`config.mk`:
```
export PLATFORM = sky130hd
export DESIGN_NAME = bfp_comp_arb
export DESIGN_NICKNAME = d
export VERILOG_FILES = /design/src/rtl/bfp_pkg.sv /design/src/rtl/bfp_rr_pick.sv /design/src/rtl/bfp_comp_arb.sv
export SDC_FILE = /design/constraint.sdc
export NUM_CORES = 1
export LEC_CHECK = 0
export CAP_MARGIN = 15
export CORE_AREA = 8 8 217 219
export CTS_BUF_LIST = sky130_fd_sc_hd__clkbuf_8 sky130_fd_sc_hd__clkbuf_16
export DETAILED_ROUTE_END_ITERATION = 12
export DIE_AREA = 0 0 225 227
export PLACE_DENSITY = 0.53
export SKIP_CTS_REPAIR_TIMING = 1
export SYNTH_ARGS = -nofsm -noshare
export SYNTH_HDL_FRONTEND = slang
export SYNTH_SLANG_ARGS = --single-unit
```
`constraint.sdc`:
```
create_clock -name clk -period 3.75 [get_ports clk]
set_clock_uncertainty 0.05 [all_clocks]
set_input_delay 0.75 -clock clk [delete_from_list [all_inputs] [get_ports clk]]
set_output_delay 0.75 -clock clk [all_outputs]
set_load 0.02 [all_outputs]
```
`src/rtl/bfp_pkg.sv`:
```
// Shared types for the BFP compression datapath and its schedulers.
package bfp_pkg;

  typedef enum logic [1:0] {
    ARB_IDLE  = 2'd0,
    ARB_WAIT  = 2'd1,
    ARB_SETUP = 2'd2,
    ARB_PASS  = 2'd3
  } arb_state_t;

  typedef struct packed {
    logic [3:0] meth;
    logic [3:0] width;
  } comp_cfg_t;

endpackage

```
`src/rtl/bfp_rr_pick.sv`:
```
// Rotating-priority picker: the first asserted req at or after ptr (mod N_PORTS) wins.
module bfp_rr_pick #(
  parameter int N_PORTS = 4,
  parameter int ID_W    = $clog2(N_PORTS)
) (
  input  logic [N_PORTS-1:0] req,
  input  logic [ID_W-1:0]    ptr,
  output logic               gnt_valid,
  output logic [ID_W-1:0]    gnt_id
);

  int idx;

  // Walk offsets from farthest to nearest so the nearest requester is the last write.
  always_comb begin
    gnt_valid = 1'b0;
    gnt_id    = '0;
    idx       = 0;
    for (int i = N_PORTS - 1; i >= 0; i--) begin
      idx = int'(ptr) + i;
      if (idx >= N_PORTS) idx = idx - N_PORTS;
      if (req[idx]) begin
        gnt_valid = 1'b1;
        gnt_id    = ID_W'(idx);
      end
    end
  end

endmodule

```
`src/rtl/bfp_comp_arb.sv`:
```
// Packet-granular round-robin arbiter feeding a single bfp_comp; it owns the
// compressor config and only changes it once the compressor pipeline has drained.
module bfp_comp_arb
  import bfp_pkg::*;
#(
  parameter int N_PORTS      = 4,
  parameter int DRAIN_CYCLES = 16,
  parameter int ID_W         = $clog2(N_PORTS)
) (
  input  logic                  clk,
  input  logic                  rst,
  input  logic [N_PORTS*64-1:0] s_axis_tdata,
  input  logic [N_PORTS*8-1:0]  s_axis_tkeep,
  input  logic [N_PORTS-1:0]    s_axis_tvalid,
  output logic [N_PORTS-1:0]    s_axis_tready,
  input  logic [N_PORTS-1:0]    s_axis_tlast,
  input  logic [N_PORTS*32-1:0] s_axis_tuser,
  input  logic [N_PORTS*4-1:0]  cfg_comp_meth,
  input  logic [N_PORTS*4-1:0]  cfg_iq_width,
  output logic [63:0]           m_axis_tdata,
  output logic [7:0]            m_axis_tkeep,
  output logic                  m_axis_tvalid,
  output logic                  m_axis_tlast,
  output logic [31:0]           m_axis_tuser,
  output logic [ID_W-1:0]       m_axis_tid,
  output logic [3:0]            ctrl_ud_comp_meth,
  output logic [3:0]            ctrl_ud_iq_width,
  output logic                  busy
);

  localparam int CNT_W = $clog2(DRAIN_CYCLES + 1);

  arb_state_t       state;
  logic [ID_W-1:0]  ptr;
  logic [ID_W-1:0]  gnt;
  comp_cfg_t        cfg_lat;
  comp_cfg_t        ctrl;
  logic [CNT_W-1:0] idle_cnt;
  logic             pick_valid;
  logic [ID_W-1:0]  pick_id;
  comp_cfg_t        pick_cfg;
  logic             fire;
  logic             drained;

  bfp_rr_pick #(.N_PORTS(N_PORTS), .ID_W(ID_W)) u_pick (
    .req       (s_axis_tvalid),
    .ptr       (ptr),
    .gnt_valid (pick_valid),
    .gnt_id    (pick_id)
  );

  assign pick_cfg = {cfg_comp_meth[pick_id*4 +: 4], cfg_iq_width[pick_id*4 +: 4]};

  // Upstream handshake: a beat transfers on a rising edge where tvalid and tready
  // are both high; tready depends only on registered state, never on tvalid.
  // Downstream has no ready, so every registered m_axis_tvalid beat is consumed.
  assign fire    = (state == ARB_PASS) && s_axis_tvalid[gnt];
  assign drained = (idle_cnt == CNT_W'(DRAIN_CYCLES));
  assign busy    = (state != ARB_IDLE);

  assign ctrl_ud_comp_meth = ctrl.meth;
  assign ctrl_ud_iq_width  = ctrl.width;

  always_comb begin
    s_axis_tready = '0;
    if (state == ARB_PASS) s_axis_tready[gnt] = 1'b1;
  end

  always_ff @(posedge clk) begin
    if (rst) begin
      state         <= ARB_IDLE;
      ptr           <= '0;
      gnt           <= '0;
      cfg_lat       <= '0;
      ctrl          <= '0;
      idle_cnt      <= CNT_W'(DRAIN_CYCLES);
      m_axis_tdata  <= '0;
      m_axis_tkeep  <= '0;
      m_axis_tvalid <= 1'b0;
      m_axis_tlast  <= 1'b0;
      m_axis_tuser  <= '0;
      m_axis_tid    <= '0;
    end else begin
      m_axis_tvalid <= fire;
      if (fire) begin
        m_axis_tdata <= s_axis_tdata[gnt*64 +: 64];
        m_axis_tkeep <= s_axis_tkeep[gnt*8 +: 8];
        m_axis_tlast <= s_axis_tlast[gnt];
        m_axis_tuser <= s_axis_tuser[gnt*32 +: 32];
        m_axis_tid   <= gnt;
      end

      // Counts output-idle cycles so a config swap waits out the compressor pipeline.
      if (fire)          idle_cnt <= '0;
      else if (!drained) idle_cnt <= idle_cnt + CNT_W'(1);

      case (state)
        ARB_IDLE: begin
          if (pick_valid) begin
            gnt     <= pick_id;
            cfg_lat <= pick_cfg;
            state   <= (pick_cfg == ctrl) ? ARB_PASS : ARB_WAIT;
          end
        end
        ARB_WAIT: begin
          if (drained) begin
            ctrl  <= cfg_lat;
            state <= ARB_SETUP;
          end
        end
        ARB_SETUP: state <= ARB_PASS;
        ARB_PASS: begin
          if (fire && s_axis_tlast[gnt]) begin
            state <= ARB_IDLE;
            ptr   <= (gnt == ID_W'(N_PORTS - 1)) ? '0 : gnt + ID_W'(1);
          end
        end
        default: state <= ARB_IDLE;
      endcase
    end
  end

endmodule

```
Word level (Yosys, flattened, before mapping). Cells that the tools add are included.

Bits in registers: 135. Input port bits: 458. Output and inout bits: 121. Word-level logic and storage cells: 98.

Add/subtract/negate cells: 9. Magnitude comparators: 10. Equality and inequality tests: 10. Shift-type cells: 5. Multiplexer cells: 39. Reduce and logical (&&, ||, !) cells: 10.

Operators with widths (count): $shiftx A256 B9 Y64 (1); $lt A32 B4 Y1 const B (4); $mux W32 (4); $shiftx A128 B8 Y32 (1); $ge A32 B4 Y1 const B (3); $sub A32 B4 Y32 const B (3); $shiftx A16 B5 Y4 (2); $shiftx A32 B6 Y8 (1); $mux W2 (9); $mux W1 (15); $bmux W1 S2 (6); $mux W5 (2); $eq A8 B8 Y1 (1); $pmux W2 S4 (1); $add A2 B2 Y3 const B (2); $eq A2 B2 Y1 const B (3); $ne A2 B2 Y1 const B (3); $reduce_and A2 Y1 (3); $add A5 B1 Y5 const B (1); $eq A5 B5 Y1 const B (1); $mux W4 (1); $sub A2 B3 Y4 const B (1); $add A2 B1 Y3 const B (1); $ge A2 B3 Y1 const B (1); other kinds (11) (13).

Longest topological paths before layout. Gate-level depths: netlist of run 1.

Depth after elaboration: 15. Gate-level depth with buffers: 10. Mapped depth without buffers: 8.

By module. Synthesis of run 1 repeated with hierarchy kept, for this count alone.

Cells, all modules: 798. Area total of the unflattened synthesis: 7847.5 sq um.

By module, submodules not included: bfp_comp_arb (times used 1, cells each 785, area each 7770.0 sq um, sequential area each 2702.6 sq um); bfp_rr_pick (times used 1, cells each 13, area each 77.6 sq um, sequential area each 0.0 sq um).

Worst setup path after synthesis of run 1. No wires, ideal clock.

Path type: flip-flop to output port. Start point: reg gnt[1]. End point: out s_axis_tready[0]. Arrival: 1652 ps. Data required time: 2950 ps. Path slack: 1298 ps. Stages on the path, launching flop included: 7. Path buffers: 3. Path through: dfxtp_1 -> clkbuf_1 -> buf_2 -> buf_1 -> inv_1 -> ha_1 -> and2_1.

Cells in the longest elaborated chain, start to end: 5. Elaborated cells between the ends (all ways): 6. Those cells by class: order compare: 2; mux: 3; reduce/logical: 1.

Ends and longest elaborated chain: start: declaration (line bfp_comp_arb.sv:35) `logic [ID_W-1:0] gnt;`; start signal: assignment (line bfp_comp_arb.sv:100) `gnt <= pick_id;`; $lt A2 B3 Y1 (not written as such) / $ge A2 B1 Y1 (equally long branches) (line bfp_comp_arb.sv:66) `if (state == ARB_PASS) s_axis_tready[gnt] = 1'b1;`; $logic_and A1 B1 Y1 (not written as such) (line bfp_comp_arb.sv:66); $mux W1 (not written as such) (line bfp_comp_arb.sv:66); $demux W1 S2 (*) (line bfp_comp_arb.sv:66); $mux W4 (*) (line bfp_comp_arb.sv:66); end: declaration (line bfp_comp_arb.sv:15) `output logic [N_PORTS-1:0] s_axis_tready,`.

Mark *: on every way between the ends. The rest lies on a longest branch, timed or not.

Worst setup path in the final report of run 1.
Start point: reg state[1]. End point: out s_axis_tready[0].

Cells in the longest elaborated chain, start to end: 2.

Ends and longest elaborated chain: start: declaration (line bfp_comp_arb.sv:33) `arb_state_t state;`; start signal: assignment (line bfp_comp_arb.sv:102) `state <= (pick_cfg == ctrl) ? ARB_PASS : ARB_WAIT;`; $eq A2 B2 Y1 (line bfp_comp_arb.sv:66); $mux W4 (line bfp_comp_arb.sv:66).

No other way between the ends.

==> metrics.yaml, run 1 <==
die-area_sq_um: 51080
worstPathRequired_ps: 2950
rsz0062_at_grt: "no"
p_switching_w: 0.001452
ys_async_sr_fraction_pct: 0
regArea_sq_um: 2710
layout_min_cycle_time_ps: 2830
clock_tree.buffer_depth: 2
critPathMaxFanout: 7
placement_rows: 77
cts_tree: "yes"
synth_cell_type_count: 35
die_y_um: 227
synth-warning-count: 0
dp_hpwl_um: 31940
grt_pass1_vias: 9046
grt_start_max_net_pins: 63
setup_tns_ps: 0
drv_slew: 0
met3_wirelength_um: 3465
critPathLaunchType: "flop"
numPortBuffers: 578
max_stage_delay_ps: 650
area_growth_pct: 89.89
p_per_area_nw_per_um2: 338.8
worstSetupPathType: "flop to output port"
gp_congestion: 0.8125
path_buf_inv: 1
ios: 579
power.share.clock_pct: 33.6
relSlewSlack_pct: 36.23
synth-edff-count: 0
synth-seq-cells: 135
grt_pass1_wl_um: 56440
nFillCells: 4478
wl_per_cell_um: 20.13
fin_util_pct: 33.83
synth_top_flop_cell: "dfxtp_1"
ir_worst_vdd_v: 0.0002188
cts_sinks: 135
top_layer: "met4"
dr.first_iter.drc_count: 243
grt_usage_pct: 14.54
ctsHtreeMaxLevel: 4
p_int_w: 0.003550
route.met2.wl_um: 20200
drtAntennaViolNets: 0
path_cells: "ha_1 -> and2_1 -> clkdlybuf4s50_1"
crit_path_end_kind: "output port"
ys_seq_area_share_pct: 34.76
max_slew.worst_pin.slew_ps: 956.5
vias: 8223
viasPerCell: 4.267
max-cap-violations: 0
initial_core_util_pct: 17.81
switching_share_pct: 29.02
core_sq_um: 43640
wirelength_um: 38800
met1_length_um: 14530
netlist_instances: 778
synth_nets: 1246
clk_latency_ps: 430
p_leak_nw: 4.854
drc_errors: 0
nNetsFinal: 1789
die_w_um: 225
cts_root_buf: "clkbuf_16"
pwr-share-comb_pct: 34.7
setup_viol: 0
hold_viol_final: 0
status: "finished clean"
p_seq_share_pct: 31.8
arrival_ps: 2030
antenna_found_initial: 2
min_period_over_period_pct: 75.48
crit_family: "buffers and inverters"
multi_input_area_sq_um: 4755
cts_buffers: 17
drive_gt1_share_pct: 12.29
syn_area_sq_um: 7775
drt_pass1_iterations: 4
fmaxAchievable_ghz: 0.3533
grt-ovfl-total: 0
path_clk_slew_ps: 60
avgSynthCellArea_sq_um: 9.994
worst_hold_path_type: "flop to flop"
cpMaxStageDelayCell: "clkdlybuf4s50_1"
==> cells in the final DEF (no fill, tap or decap), drive strengths merged <==
cell             n
nor4bb           1
nand3           10
a41o             1
dfxtp          135
buf             15
a2bb2oi          1
o22ai            1
nand3b           1
o21ai            1
ha              10
clkbuf          19
or3              1
a211oi           1
clkinvlp         4
nand2          227
nor4             3
nor2b            2
and2             5
mux4           106
mux2i           28
inv             10
bufinv           2
a21o             1
diode            1
xor2             5
nor2            16
clkdlybuf4s50  577
a221o            1
clkinv           6
xnor2            7
nor3             6
a21oi          125
mux2             4
a22o             1
nand2b           1
==> power by group through the flow <==
stage | sequential [W] | combinational (W) | clock, W
floorplan | 0.00166 | 0.000870 | 0
global placement | 0.00162 | 0.00176 | 0
detailed placement | 0.00162 | 0.00176 | 0
CTS | 0.00159 | 0.00177 | 0.00178
global route | 0.00160 | 0.00187 | 0.00182
finish | 0.00159 | 0.00173 | 0.00168
==> final cells by class <==
| class | instances | share of cell area, % |
|---|---|---|
| Multi-Input combinational cell | 566 | 32.20 |
| Timing Repair Buffer | 592 | 40.22 |
| Tap cell | 592 | 5.017 |
| Clock inverter | 13 | 0.8898 |
| Antenna cell | 1 | 0.01695 |
| Sequential cell | 135 | 18.36 |
| Clock buffer | 19 | 3.068 |
| Inverter | 9 | 0.2288 |
==> layer usage <==
layer	GRT usage [%]	up-vias
li1	-	3889
met1	15.68	3949
met2	26.11	352
met3	5.771	33
met4	4.157	0
met5	0	-
==> worst register-to-register path: stages, from the launching register on <==
cell and delay (ps):
dfxtp_4 380, buf_12 350, mux4_2 680, nand2_4 120
buf_4 460, nand2_1 170, a21oi_1 160
==> cells in the mapped netlist, types with 2 or more instances <==
cell | number | area (sq um)
buf_1 | 7 | 26.28
and2_1 | 5 | 31.28
mux2_2 | 4 | 45.04
ha_1 | 10 | 125.1
nand3_1 | 10 | 50.05
xnor2_1 | 7 | 61.31
nor2_1 | 16 | 60.06
buf_2 | 22 | 110.1
nor2b_1 | 2 | 12.51
inv_1 | 9 | 33.78
a21oi_1 | 123 | 615.6
nor4_1 | 3 | 18.77
nor3_1 | 6 | 30.03
clkbuf_1 | 37 | 138.9
mux2i_1 | 28 | 280.3
mux4_2 | 106 | 2387
nand2_1 | 227 | 852.1
xor2_1 | 5 | 43.79
dfxtp_1 | 135 | 2703
==> flip-flops by register name (all words and copies together), names as in the netlist <==
name / flops
m_axis_tdata: 64
m_axis_tuser: 32
cfg_lat: 8
m_axis_tkeep: 8
idle_cnt: 5
ctrl_ud_comp_meth: 4
ctrl_ud_iq_width: 4
gnt: 2
m_axis_tid: 2
ptr: 2
state: 2
m_axis_tlast: 1
m_axis_tvalid: 1
==> kinds of logic (layout without fill, tap and decap cells) <==
logic type	after synthesis	count (layout)	synth area share [%]
buffers and inverters	77	633	4.377
AO/OA/AOI/OAI	133	133	9.060
adder cells (fa/ha/maj)	10	10	1.609
multiplexers	138	138	34.89
XOR/XNOR	12	12	1.352
other	0	1	0
flip-flops	135	135	34.76
AND/OR/NAND/NOR	273	273	13.95
==> through the flow <==
stage	instances	setup WS, ps	total power, W	area (sq um)	hold slack (ps)
finish	1927	919.7	0.005002	14760	402.1
floorplan	778	1298	0.002530	7775	381.9
global route	1927	821.4	0.005286	14760	417.5
CTS	1926	868.0	0.005134	14760	404.9
detailed placement	1894	624.7	0.003380	14180	395.3
global placement	1894	670.1	0.003378	14180	390.3
==> path summary, 6_finish.rpt <==
kind	start	to	slack, ps	cells after the start
setup / recovery	state[1]$_SDFFE_PP0P_	s_axis_tready[0]	920	3
hold / removal	m_axis_tuser[21]$_SDFFE_PP0P_	m_axis_tuser[21]$_SDFFE_PP0P_	400	2
setup reg to reg	gnt[0]$_SDFFE_PP0P_	m_axis_tkeep[2]$_SDFFE_PP0P_	1310	6
hold reg to reg	m_axis_tuser[21]$_SDFFE_PP0P_	m_axis_tuser[21]$_SDFFE_PP0P_	400	2
(Power assumes the default switching activity.)
==> run 2: changes to the inputs <==
clock period = 2.7 ns   (was 3.75 ns; I/O delays follow)
==> metrics.yaml, run 2 (synthesis gave the netlist of run 1 again) <==
grt_pass1_wl_um: 57570  # +2.0%
p_switching_w: 0.001992  # +37%
die_w_um: 225  # unchanged
core_sq_um: 43640  # unchanged
rr_endpoint: "state[1]$_SDFFE_PP0P_"
mostFrequentLayoutCell: "clkdlybuf4s50_1"
dp_hpwl_um: 32370  # +1.3%
placement_rows: 77  # unchanged
numPortBuffers: 578  # unchanged
cts_buffers: 17  # unchanged
hold_end: "m_axis_tuser[17]$_SDFFE_PP0P_"
postPlaceCellArea_sq_um: 14330  # +1.1%
viasPerCell: 4.277  # +0.23%
cts_sinks: 135  # unchanged
initial_core_util_pct: 17.81  # unchanged
critPathLaunchType: "flop"
path_clk_slew_ps: 60  # about the same
gp_congestion: 0.8041  # -1.0%
grt_usage_pct: 14.82  # +0.28 points
ir_worst_vdd_v: 0.0003146  # +44%
ios: 579  # unchanged
p_per_area_nw_per_um2: 462.0  # +36%
rr_worst_depth: 9  # +3
wirelength_um: 39220  # +1.1%
clock_tree.buffer_depth: 2  # unchanged
max-cap-violations: 0  # unchanged
wl_per_cell_um: 20.21  # +0.36%
max_stage_delay_ps: 640  # about the same
min_path_cells: 2  # unchanged
mostFrequentLayoutCells: "clkdlybuf4s50_1, nand2_1, dfxtp_1, a21oi_1, mux4_2"
area_growth_pct: 91.57
regArea_sq_um: 2710  # unchanged
fin_area_sq_um: 14890  # +0.88%
path_cells: "ha_2 -> and2_1 -> clkdlybuf4s50_1"
drtAntennaViolNets: 0  # unchanged
dr.first_iter.drc_count: 284  # +17%
reg2reg_from: "ptr[1]$_SDFFE_PP0P_"
critPathMaxFanout: 7  # unchanged
drv_slew: 0  # unchanged
holdCritStartpoint: "m_axis_tuser[17]$_SDFFE_PP0P_"
grt-ovfl-total: 0  # unchanged
crit_path_end_kind: "output port"
p_leak_nw: 4.930  # +1.6%
drive_gt1_share_pct: 12.93  # +0.63 points
regMostFlops: "m_axis_tdata"
fin_hold_ws_ps: 402.5  # +0.4220 ps
layout_min_cycle_time_ps: 2527
relSlewSlack_pct: 54.95  # +19 points
worstSetupPathType: "flop to output port"
die-area_sq_um: 51080  # unchanged
status: "finished clean"
max_slew.worst_pin.slew_ps: 675.8  # -280.7 ps
clk_latency_ps: 420  # about the same
p_seq_share_pct: 32.3  # +0.5 points
fmaxAchievable_ghz: 0.3957
p_int_w: 0.004889  # +38%
cpMaxStageDelayCell: "clkdlybuf4s50_1"
rrSetupSlack_ps: 620  # -690 ps
reg_top3: "m_axis_tdata (64), m_axis_tuser (32)"
worstPathRequired_ps: 2110  # -840 ps
setup_viol: 0  # unchanged
crit_family: "buffers and inverters"
worst_hold_path_type: "flop to flop"
vias: 8302  # +0.96%
rsz0062_at_grt: "no"
ctsHtreeMaxLevel: 4  # unchanged
nNetsFinal: 1801  # +0.67%
pwr-share-comb_pct: 35.4  # +0.7 points
min_period_over_period_pct: 93.60
arrival_ps: 1940  # -90 ps
antenna_found_initial: 2  # unchanged
switching_share_pct: 28.95  # -0.078 points
nFillCells: 4471  # -0.16%
multi_input_area_sq_um: 4757  # about the same
power.share.clock_pct: 32.3  # -1.3 points
hold_viol_final: 0  # unchanged
largest_register_ffs: 64  # unchanged
die_y_um: 227  # unchanged
path_buf_inv: 1  # unchanged
drc_errors: 0  # unchanged
drt_pass1_iterations: 4  # unchanged
cts_root_buf: "clkbuf_16"
cts_tree: "yes"
grt_start_max_net_pins: 64  # +1.6%
grt_pass1_vias: 9114  # +0.75%
run 2: through the flow:
step | std cells | worst slack (ps) | util, % | setup TNS (ps) | power, W
finish | 1941 | 172.8 | 34.13 | 0 | 0.006881
global route | 1940 | 52.84 | 34.12 | 0 | 0.007290
CTS | 1938 | -26.22 | 34.10 | -26.22 | 0.007045
detailed placement | 1906 | -124.2 | 32.83 | -124.2 | 0.004749
global placement | 1906 | -50.07 | 32.83 | -50.07 | 0.004737
floorplan | 778 | 457.7 | - | 0 | 0.003513
run 2: worst max-delay path by stage:
stage / startpoint / cells past startpoint / slack, ps / endpoint
floorplan: gnt[1]$_SDFFE_PP0P_ / 6 / 460 / s_axis_tready[0]
global placement: s_axis_tvalid[2] / 9 / -50 / state[1]$_SDFFE_PP0P_
detailed placement: s_axis_tvalid[0] / 10 / -120 / state[1]$_SDFFE_PP0P_
CTS: state[1]$_SDFFE_PP0P_ / 3 / -30 / s_axis_tready[3]
global route: state[1]$_SDFFE_PP0P_ / 4 / 50 / busy
finish: state[1]$_SDFFE_PP0P_ / 3 / 170 / s_axis_tready[3]
run 2: worst register-to-register path, cell delays in order (launching register included):
cell	delay [ps]
dfxtp_1	390
a21oi_2	150
o21ai_1	80
a2bb2oi_2	190
buf_12	190
mux2i_1	220
mux2i_1	130
xor2_1	160
nor4_1	270
a41o_1	200
run 2: power by group through the flow:
stage,Clock [W],Sequential [W],Combinational [W]
after detailed placement,0,0.00227,0.00248
after global routing,0.00240,0.00224,0.00265
after floorplan,0,0.00230,0.00121
after global placement,0,0.00226,0.00248
final,0.00222,0.00222,0.00244
after CTS,0.00233,0.00222,0.00249
run 2: layout make-up:
type / instances / share of cell area [%]
sequential: 135 / 18.20
clock buffer: 20 / 3.133
tap: 592 / 4.973
multi-input combinational: 566 / 31.94
antenna: 3 / 0.05040
timing repair buffer: 604 / 40.89
inverter: 9 / 0.2268
clock inverter: 12 / 0.5880
run 2: routing by layer:
metal	vias up	wire length, um	global-route usage, %
met2	341	20110	26.16
met4	0	753	5.043
met3	33	3051	4.921
met5	-	0	0
li1	3920	-	-
met1	4008	15310	16.63
==> run 3: changes to the inputs <==
PLACE_DENSITY = 0.47   (was 0.53)
==> metrics.yaml, run 3 (synthesis gave the netlist of run 1 again) <==
viasPerCell: 4.207  # -1.6%
ir_worst_vdd_v: 0.0002884  # -8.3%
drtAntennaViolNets: 0  # unchanged
clk_latency_ps: 430  # about the same
rsz0062_at_grt: "no"
fin_util_pct: 34.59  # +0.46 points
p_per_area_nw_per_um2: 478.5  # +3.6%
die-area_sq_um: 51080  # unchanged
mostFrequentLayoutCell: "clkdlybuf4s50_1"
fmaxAchievable_ghz: 0.3894  # -1.6%
final_cells: 1953  # +0.62%
nNetsFinal: 1816  # +0.83%
layout_min_cycle_time_ps: 2568  # +40.82 ps
worstSetupPathType: "flop to output port"
largest_register_ffs: 64  # unchanged
grt_start_max_net_pins: 64  # unchanged
relSlewSlack_pct: 36.90  # -18 points
wirelength_um: 41030  # +4.6%
worstPathRequired_ps: 2110  # about the same
die_y_um: 227  # unchanged
critPathLaunchType: "flop"
p_seq_share_pct: 30.6  # -1.7 points
wl_per_cell_um: 21.01  # +4.0%
power_w: 0.007223  # +5.0%
grt_usage_pct: 15.41  # +0.59 points
min_period_over_period_pct: 95.11  # +1.5 points
grt-ovfl-total: 0  # unchanged
area_growth_pct: 94.16
crit_path_end_kind: "output port"
pwr-share-comb_pct: 35.1  # -0.3 points
ctsHtreeMaxLevel: 4  # unchanged
p_int_w: 0.005177  # +5.9%
status: "finished clean"
antenna_found_initial: 1  # -1
core_sq_um: 43640  # unchanged
grt_pass1_wl_um: 58770  # +2.1%
dp_hpwl_um: 34280  # +5.9%
drt_pass1_iterations: 4  # unchanged
vias: 8216  # -1.0%
max_slew.worst_pin.slew_ps: 946.6  # +270.8 ps
placed_cells: 1921  # +0.79%
placement_rows: 77  # unchanged
drv_slew: 0  # unchanged
cts_sinks: 135  # unchanged
switching_share_pct: 28.32  # -0.62 points
p_leak_nw: 5.050  # +2.4%
critPathMaxFanout: 7  # unchanged
arrival_ps: 1980  # +40 ps
clock_tree.buffer_depth: 2  # unchanged
gp_congestion: 0.7971  # -0.87%
max-cap-violations: 0  # unchanged
mostFrequentLayoutCells: "clkdlybuf4s50_1, nand2_1, dfxtp_1, a21oi_1, mux4_2"
numPortBuffers: 578  # unchanged
cts_tree: "yes"
cts_buffers: 17  # unchanged
drive_gt1_share_pct: 14.03  # +1.1 points
drc_errors: 0  # unchanged
die_w_um: 225  # unchanged
p_switching_w: 0.002046  # +2.7%
antenna_cells: 0  # -3
dr.first_iter.drc_count: 291  # +2.5%
grt_pass1_vias: 8901  # -2.3%
power.share.clock_pct: 34.3  # +2.0 points
reg_top3: "m_axis_tdata (64), m_axis_tuser (32)"
initial_core_util_pct: 17.81  # unchanged
regMostFlops: "m_axis_tdata"
cts_root_buf: "clkbuf_16"
hold_viol_final: 0  # unchanged
worst_hold_path_type: "flop to flop"
path_clk_slew_ps: 60  # about the same
ios: 579  # unchanged
setup_viol: 0  # unchanged
run 3: final timing paths:
| kind | from | slack (ps) | endpoint | depth (start not counted) |
|---|---|---|---|---|
| hold / removal | m_axis_tuser[20]$_SDFFE_PP0P_ | 400 | m_axis_tuser[20]$_SDFFE_PP0P_ | 2 |
| setup / recovery | state[1]$_SDFFE_PP0P_ | 130 | s_axis_tready[3] | 3 |
| setup reg to reg | ptr[1]$_SDFFE_PP0P_ | 590 | state[1]$_SDFFE_PP0P_ | 10 |
| hold reg to reg | m_axis_tuser[20]$_SDFFE_PP0P_ | 400 | m_axis_tuser[20]$_SDFFE_PP0P_ | 2 |
run 3: power groups by stage:
stage / combinational (W) / sequential (W) / clock (W)
floorplan: 0.00121 / 0.00230 / 0
global placement: 0.00258 / 0.00225 / 0
detailed placement: 0.00257 / 0.00226 / 0
CTS: 0.00258 / 0.00221 / 0.00258
global route: 0.00274 / 0.00223 / 0.00266
finish: 0.00253 / 0.00221 / 0.00248
run 3: critical path, stage by stage (launching register included):
cell             delay, ps
dfxtp_1                400
ha_2                   290
and2_1                 200
clkdlybuf4s50_1        660
run 3: final cells by class:
class / instances / area (sq um)
clock buffer: 18 / 439.2
clock inverter: 14 / 183.9
fill: 4488 / 28550
inverter: 9 / 33.78
multi-input combinational: 566 / 4757
sequential: 135 / 2710
tap: 592 / 740.7
timing repair buffer: 619 / 6231
run 3: per-layer routing:
metal	track usage (%)	vias up	wire length (um)
met5	0	-	12
met4	3.566	2	519
met3	5.591	26	3346
met2	27.14	333	20980
met1	17.67	3911	16170
li1	-	3944	-
run 3: stage by stage:
step                      hold WS, ps  setup WS, ps  instance area (sq um)  setup TNS [ps]
final                           400.4         132.0                  15100               0
after global placement          391.8        -110.5                  14470          -110.5
after detailed placement        395.8        -134.8                  14470          -134.8
after CTS                       404.4         5.180                  15090               0
after global routing            417.4         25.94                  15100               0
after floorplan                 381.9         457.7                   7775               0
